### src/rtl/aes_byte_scroller.sv
// aes_byte_scroller: captures a 128-bit AES block on a load strobe and
// presents it one byte at a time, least-significant byte first. The byte
// advances on a programmable time base or on a manual step edge, wrapping
// through all 16 bytes. Every output comes straight from a register.
module aes_byte_scroller #(
  parameter int unsigned TICK_CYCLES = 50_000_000
) (
  input  logic         clk,
  input  logic         rst,
  input  logic         load,
  input  logic [127:0] data_in,
  input  logic         step,
  input  logic         pause,
  output logic [7:0]   byte_out,
  output logic [3:0]   byte_idx,
  output logic         valid,
  output logic         wrapped
);

  localparam logic [0:0] IDLE = 1'b0;
  localparam logic [0:0] SHOW = 1'b1;

  // Terminal count of the time base.
  localparam logic [31:0] TICK_LAST = 32'(TICK_CYCLES - 1);

  // FSM state register; a checker can bind to this directly.
  logic [0:0]   state;
  logic [127:0] block;
  logic [3:0]   idx;
  logic [31:0]  cnt;
  logic         step_d;

  logic         step_evt;
  logic         tick;
  logic         advance;
  logic [3:0]   idx_next;

  // Advance decode. A load in the same cycle suppresses any advance, and a
  // tick coinciding with a step edge still yields a single advance.
  always_comb begin
    step_evt = step & ~step_d;
    tick     = (state == SHOW) && !pause && (cnt == TICK_LAST);
    advance  = (state == SHOW) && !load && (tick || step_evt);
    idx_next = idx + 4'd1;
  end

  // FSM: IDLE until the first load, then SHOW until reset.
  always_ff @(posedge clk or posedge rst) begin
    if (rst) begin
      state <= IDLE;
    end else if (load) begin
      state <= SHOW;
    end
  end

  // Step edge detector; runs in both states so a step held across the
  // first load is not seen as a fresh edge.
  always_ff @(posedge clk or posedge rst) begin
    if (rst) begin
      step_d <= 1'b0;
    end else begin
      step_d <= step;
    end
  end

  // Time base: held at 0 in IDLE, frozen by pause, restarted by load,
  // by a step edge and on reaching the terminal count.
  always_ff @(posedge clk or posedge rst) begin
    if (rst) begin
      cnt <= 32'd0;
    end else if (load || state == IDLE) begin
      cnt <= 32'd0;
    end else if (step_evt || tick) begin
      cnt <= 32'd0;
    end else if (!pause) begin
      cnt <= cnt + 32'd1;
    end
  end

  // Block register and byte index.
  always_ff @(posedge clk or posedge rst) begin
    if (rst) begin
      block <= 128'd0;
      idx   <= 4'd0;
    end else if (load) begin
      block <= data_in;
      idx   <= 4'd0;
    end else if (advance) begin
      idx   <= idx_next;
    end
  end

  // Registered display outputs; byte_out is looked up with the next index
  // so it changes on the same edge as the index itself.
  always_ff @(posedge clk or posedge rst) begin
    if (rst) begin
      byte_out <= 8'd0;
      valid    <= 1'b0;
      wrapped  <= 1'b0;
    end else if (load) begin
      byte_out <= data_in[7:0];
      valid    <= 1'b1;
      wrapped  <= 1'b0;
    end else begin
      wrapped <= advance && (idx == 4'd15);
      if (advance) begin
        byte_out <= block[{idx_next, 3'b000} +: 8];
      end
    end
  end

  assign byte_idx = idx;

endmodule

### config.mk
export PLATFORM = sky130hd
export DESIGN_NAME = aes_byte_scroller
export DESIGN_NICKNAME = d
export VERILOG_FILES = /design/src/rtl/aes_byte_scroller.sv
export SDC_FILE = /design/constraint.sdc
export NUM_CORES = 1
export LEC_CHECK = 0
export ABC_AREA = 1
export CAP_MARGIN = 20
export CORE_UTILIZATION = 50
export CTS_CLUSTER_DIAMETER = 150
export DETAILED_ROUTE_END_ITERATION = 8
export GPL_TIMING_DRIVEN = 0
export MAX_ROUTING_LAYER = met4
export PLACE_DENSITY = 0.73
export SYNTH_ARGS = -nofsm -noshare
export SYNTH_HDL_FRONTEND = slang
export SYNTH_SLANG_ARGS = --single-unit
### constraint.sdc
create_clock -name clk -period 18.88 [get_ports clk]
set_clock_uncertainty 0.15 [all_clocks]
set_input_delay 5.664 -clock clk [delete_from_list [all_inputs] [get_ports clk]]
set_output_delay 5.664 -clock clk [all_outputs]
set_load 0.03 [all_outputs]
==> results of run 1 <==
==> logic make-up (layout without fill, tap and decap cells) <==
group | count (synthesis) | count (layout) | share of synthesized area
DFF | 175 | 175 | 0.501
AOI/OAI and AO/OA | 142 | 142 | 0.0817
adders and majority gates | 2 | 2 | 0.00286
and+or+nand+nor | 607 | 607 | 0.290
xor gates and xnor gates | 20 | 20 | 0.0217
buffers and inverters | 226 | 404 | 0.103
==> state kept, by name, indices dropped and copies added, names as in the netlist <==
name	count
cnt	32
byte_out	8
valid	1
byte_idx	4
step_d	1
wrapped	1
block	128
==> how the worst max path moves through the flow <==
stage	to	slack, ns	start	cells past startpoint
after CTS	byte_idx[2]	11.36	byte_idx[2]	1
after detailed placement	cnt[12]	11.25	pause	10
after floorplan	block[0]	8.32	rst	1
after global placement	block[82]	5.98	rst	2
final	byte_idx[0]	11.35	byte_idx[0]	1
after global routing	byte_idx[0]	11.32	byte_idx[0]	1
==> stage by stage <==
step                power [W]  hold slack, ns  setup slack, ns
floorplan            0.000505           0.324             8.32
global placement     0.000568           0.334             5.98
detailed placement   0.000572           0.343            11.25
CTS                  0.000913           0.358            11.36
global route         0.000950           0.367            11.32
finish               0.000913           0.355            11.35
==> cells in the mapped netlist <==
| cell | number | share of area |
|---|---|---|
| nor3_2 | 2 | 0.0023 |
| nor2_2 | 2 | 0.0014 |
| nand2_1 | 377 | 0.16 |
| nand3_1 | 143 | 0.082 |
| nand2_2 | 2 | 0.0014 |
| buf_6 | 2 | 0.0026 |
| o21ai_1 | 50 | 0.029 |
| nor2_1 | 57 | 0.024 |
| nor3_1 | 11 | 0.0063 |
| dfrtp_1 | 175 | 0.50 |
| clkbuf_1 | 21 | 0.0090 |
| xnor2_2 | 1 | 0.0019 |
| xor2_2 | 1 | 0.0019 |
| and3_1 | 1 | 0.00072 |
| nand4_1 | 2 | 0.0014 |
| nor3b_1 | 2 | 0.0017 |
| buf_1 | 11 | 0.0047 |
| xnor2_1 | 3 | 0.0030 |
| buf_2 | 16 | 0.0092 |
| xor2_1 | 15 | 0.015 |
| buf_4 | 5 | 0.0043 |
| nand3b_1 | 1 | 0.00086 |
| inv_1 | 163 | 0.070 |
| o32ai_1 | 1 | 0.0010 |
| nand3_2 | 2 | 0.0023 |
| o21ai_0 | 88 | 0.050 |
| a21oi_1 | 3 | 0.0017 |
| ha_1 | 2 | 0.0029 |
| inv_2 | 8 | 0.0034 |
| nor4_1 | 5 | 0.0036 |
==> layer usage <==
| metal | vias up | GRT usage | routed length [um] |
|---|---|---|---|
| met3 | 42 | 0.0537 | 1540 |
| li1 | 3983 | - | - |
| met1 | 3841 | 0.389 | 10900 |
| met5 | - | - | 0 |
| met4 | 0 | 0.0968 | 507 |
| met2 | 281 | 0.470 | 11600 |
==> power groups by stage <==
stage / combinational (W) / sequential [W] / clock, W
2_1_floorplan: 0.0000826 / 0.000422 / 0
3_3_place_gp: 0.000151 / 0.000418 / 0
3_5_place_dp: 0.000154 / 0.000418 / 0
4_1_cts: 0.000155 / 0.000411 / 0.000347
5_1_grt: 0.000174 / 0.000414 / 0.000362
6_report: 0.000155 / 0.000411 / 0.000347
==> cell type report <==
| class | count | area, um2 |
|---|---|---|
| Tap cell | 220 | 275 |
| Clock buffer | 18 | 439 |
| Clock inverter | 14 | 131 |
| Sequential cell | 175 | 4380 |
| Buffer | 55 | 260 |
| Inverter | 171 | 649 |
| Multi-Input combinational cell | 771 | 3470 |
| Fill cell | 1475 | 5740 |
| Timing Repair Buffer | 146 | 1480 |
==> impl_metrics.toml, run 1 <==
[logic_synthesis]
avgSynthCellArea_um2 = 7.46
ys_seq_elements = 175
yosysSeqAreaShare = 0.501
syn_nets = 1307
ys_types = 30
yosysWarnings = 0
synth_area_um2 = 8750
postSynthCellCount = 1172

[routing]
viasPerCell = 5.19
drtIter0Drc = 733
first_pass_iters = 5
wire_per_inst_um = 15.6
drc = 0
wl_mm = 24.6
postRouteAntennaNets = 0
vias = 8147

[min_path]
min_to = "block[45]"
hold_path_class = "reg -> reg"
hold_depth = 2
min_from = "block[45]"

[critical_path]
cp-end-kind = "output pin"
r2r_start = "byte_idx[0]"
path_cells = "clkdlybuf4s50_1"
cp-start-kind = "register"
critPathRequiredTime_ns = 13.07
rrSetupSlack_ns = 16.20
slowest_delay_ns = 0.78
cp_max_fo = 6
crit_buf_inv = 1
crit_type = "reg -> out"
cpMaxStageDelayCell = "clkdlybuf4s50_1"
crit_family = "buffers and inverters"
r2r.worst_path.cells = 12
crit_arrival_ns = 1.72
r2r-end = "byte_out[2]"

[pwr]
switching_share = 0.286
powerDensity_nw_per_um2 = 82.4
seq_power_share = 0.450
p_int_w = 0.000651
p_leak_nw = 5.36
netSwitchingPower_w = 0.000262
combinationalPowerShare = 0.170
clkPwrFrac = 0.380
vdd.ir_drop.worst_mv = 0.0718

[clock_tree]
ctsResizeCount = 0
clk_pin_slew_ns = 0.07
clk_latency_ns = 0.44
ctsRootBufferMaster = "clkbuf_16"
cts_tree = "done"
cts_buffers = 17
cts_sinks = 175
post_cts_buffers = 0
cts_max_level = 4
hold_buffers = 0
clockBufferDepth = 2

[floorplanning]
start_util = 0.520
boundaryPins = 147
die_x_um = 134
fp-row-count = 47
dieArea_um2 = 18000
dieHeight_um = 134
core_um2 = 16800

[finish]
drive_gt1_frac = 0.0556
stdcell_area_um2 = 11100
area_delta_synth_final_pct = 26.7
layout_commonest_cell = "nand2_1"
fin_cells = 1570
fin_nets = 1472
final_util = 0.659
final_cell_mix = "nand2_1 (377), dfrtp_1 (175), inv_1 (162)"
num_antenna_cells = 0

[status]
status = "complete, no violations"

[global_route]
grt_max_degree = 101
grt_pass1_vias = 8025
grt_pass1_wl_mm = 40.0
grt_overflow_total = 0
track_usage = 0.298
grt_antenna_before_repair = 0

[placed_design]
dp.cells = 1538
dpl_cell_area_um2 = 10500
dp_hpwl_mm = 18.1
gp_congestion = 0.892
portBuffers = 145

[job]
max_cap_violations = 0

[timing]
worstMarginPinSlew_ns = 0.606
fin_setup_tns_ns = 0
maxSlewHeadroom = 0.593
setup_viol = 0
rsz0062_at_grt = "no"
fmax_ghz = 0.133
finalCritPeriodShare = 0.399
slew_violations = 0
hold_violations = 0
min_period_ns = 7.53
Note: power is estimated with default switching activity, not from simulation.
==> run 2: changes to the inputs <==
--- a/config.mk
+++ b/config.mk
@@ -7,12 +7,12 @@
 export LEC_CHECK = 0
 export ABC_AREA = 1
 export CAP_MARGIN = 20
-export CORE_UTILIZATION = 50
+export CORE_UTILIZATION = 49
 export CTS_CLUSTER_DIAMETER = 150
 export DETAILED_ROUTE_END_ITERATION = 8
 export GPL_TIMING_DRIVEN = 0
 export MAX_ROUTING_LAYER = met4
-export PLACE_DENSITY = 0.73
+export PLACE_DENSITY = 0.74
 export SYNTH_ARGS = -nofsm -noshare
 export SYNTH_HDL_FRONTEND = slang
 export SYNTH_SLANG_ARGS = --single-unit
==> constraint.sdc (replaced) <==
create_clock -name clk -period 6.65 [get_ports clk]
set_clock_uncertainty 0.15 [all_clocks]
set_input_delay 1.995 -clock clk [delete_from_list [all_inputs] [get_ports clk]]
set_output_delay 1.995 -clock clk [all_outputs]
set_load 0.03 [all_outputs]
==> run 2 against run 1 <==
Against the previous run:
- cell count increased by 0.57%
- global-route usage decreased by 1.1 points
- non-clock buffer count increased by 4
- count of clock-buffer cells in the layout unchanged
- flip-flop and latch count unchanged
- sequential power increased to 2.8 times the previous value
- largest cell class unchanged
- design area increased by 0.69%
- combinational power increased to 2.9 times the previous value
==> impl_metrics.toml, run 2 (synthesis gave the netlist of run 1 again) <==
[status]
status = "complete, no violations"

[clock_tree]
clk_pin_slew_ns = 0.07
ctsResizeCount = 0
clk_latency_ns = 0.44
cts_sinks = 175
cts_tree = "done"
clockBufferDepth = 2
post_cts_buffers = 0
hold_buffers = 0
cts_max_level = 4
ctsRootBufferMaster = "clkbuf_16"
cts_buffers = 17

[global_route]
grt_pass1_vias = 7907
grt_max_degree = 41
grt_pass1_wl_mm = 39.1
track_usage = 0.287
grt_antenna_before_repair = 0
grt_overflow_total = 0

[finish]
drive_gt1_frac = 0.0583
stdcell_area_um2 = 11200
fillers = 1590
final_util = 0.643
largest_reg_flops = 128
layout_commonest_cell = "nand2_1"
area_delta_synth_final_pct = 27.5
top_register = "block"
final_cell_mix = "nand2_1 (377), dfrtp_1 (175), inv_1 (162)"
fin_nets = 1476
num_antenna_cells = 0
reg_top3 = "block (128), cnt (32), byte_out (8)"

[timing]
min_period_ns = 3.86
fin_setup_tns_ns = 0
slew_violations = 0
maxSlewHeadroom = 0.588
fmax_ghz = 0.259
finalCritPeriodShare = 0.581
worstMarginPinSlew_ns = 0.616
hold_violations = 0
setup_viol = 0
rsz0062_at_grt = "no"

[pwr]
powerDensity_nw_per_um2 = 232
netSwitchingPower_w = 0.000730
p_leak_nw = 5.40
combinationalPowerShare = 0.173
vdd.ir_drop.worst_mv = 0.206
p_int_w = 0.00185
switching_share = 0.283
clkPwrFrac = 0.375
seq_power_share = 0.452

[floorplanning]
dieArea_um2 = 18400
boundaryPins = 147
dieHeight_um = 136
core_um2 = 17400
fp-row-count = 48
start_util = 0.504
die_x_um = 136

[critical_path]
critPathRequiredTime_ns = 4.51
cpMaxStageDelayCell = "clkdlybuf4s50_1"
crit_buf_inv = 1
cp-start-kind = "register"
path_cells = "clkdlybuf4s50_1"
cp-end-kind = "output pin"
crit_arrival_ns = 1.72
slowest_delay_ns = 0.77
cp_max_fo = 6
crit_family = "buffers and inverters"
crit_type = "reg -> out"

[routing]
postRouteAntennaNets = 0
wire_per_inst_um = 15.2
wl_mm = 23.9
first_pass_iters = 8
drtIter0Drc = 675
drc = 0
viasPerCell = 5.15
vias = 8129

[job]
max_cap_violations = 0

[placed_design]
portBuffers = 145
dpl_cell_area_um2 = 10600
dp_hpwl_mm = 18.4
gp_congestion = 0.937

[min_path]
hold_path_class = "reg -> reg"
==> run 2: cell types whose count changed in the layout (fill, tap and decap cells not counted) <==
| cell | before | now |
|---|---|---|
| inv_8 | 1 | 0 |
| buf_16 | 1 | 0 |
| clkinv_4 | 3 | 4 |
| buf_12 | 0 | 5 |
==> run 2: per-stage QoR <==
stage | hold slack [ns] | cells | power, W | setup WS [ns]
after floorplan | 0.324 | 1172 | 0.00143 | 2.27
after global placement | 0.334 | 1542 | 0.00162 | 0.840
after detailed placement | 0.344 | 1547 | 0.00163 | 2.66
after CTS | 0.360 | 1579 | 0.00259 | 2.80
after global routing | 0.376 | 1579 | 0.00270 | 2.78
final | 0.358 | 1579 | 0.00258 | 2.79
==> run 2: power by group through the flow <==
stage | Clock, W | Sequential [W] | Combinational, W
2_1_floorplan | 0 | 0.00120 | 0.000235
3_3_place_gp | 0 | 0.00119 | 0.000429
3_5_place_dp | 0 | 0.00119 | 0.000443
4_1_cts | 0.000975 | 0.00117 | 0.000447
5_1_grt | 0.00102 | 0.00117 | 0.000502
6_report | 0.000970 | 0.00117 | 0.000447
==> run 2: cell type report <==
cell class                 instances  area [um2]  share of cell area
tap                              225         282              0.0252
inverter                         171         646              0.0579
sequential                       175        4380               0.393
multi-input combinational        771        3470               0.311
timing repair buffer             150        1550               0.139
buffer                            55         260              0.0233
clock inverter                    14         133              0.0119
clock buffer                      18         439              0.0394
==> run 2: final timing paths <==
kind,from,to,slack (ns),cells past startpoint
worst min register to register,block[74],block[74],0.36,2
worst max register to register,byte_idx[0],byte_out[6],4.02,12
min in group asynchronous,rst,cnt[11],1.77,2
worst max-delay path,byte_idx[2],byte_idx[2],2.79,1
worst min-delay path,block[74],block[74],0.36,2
max in group asynchronous,rst,block[3],3.66,5
==> run 2: layer usage <==
layer	vias to the layer above	routed length [um]	GRT usage
met5	-	0	-
met4	0	493	0.0980
met1	3831	10800	0.385
li1	3983	-	-
met3	32	1580	0.0527
met2	283	11000	0.436
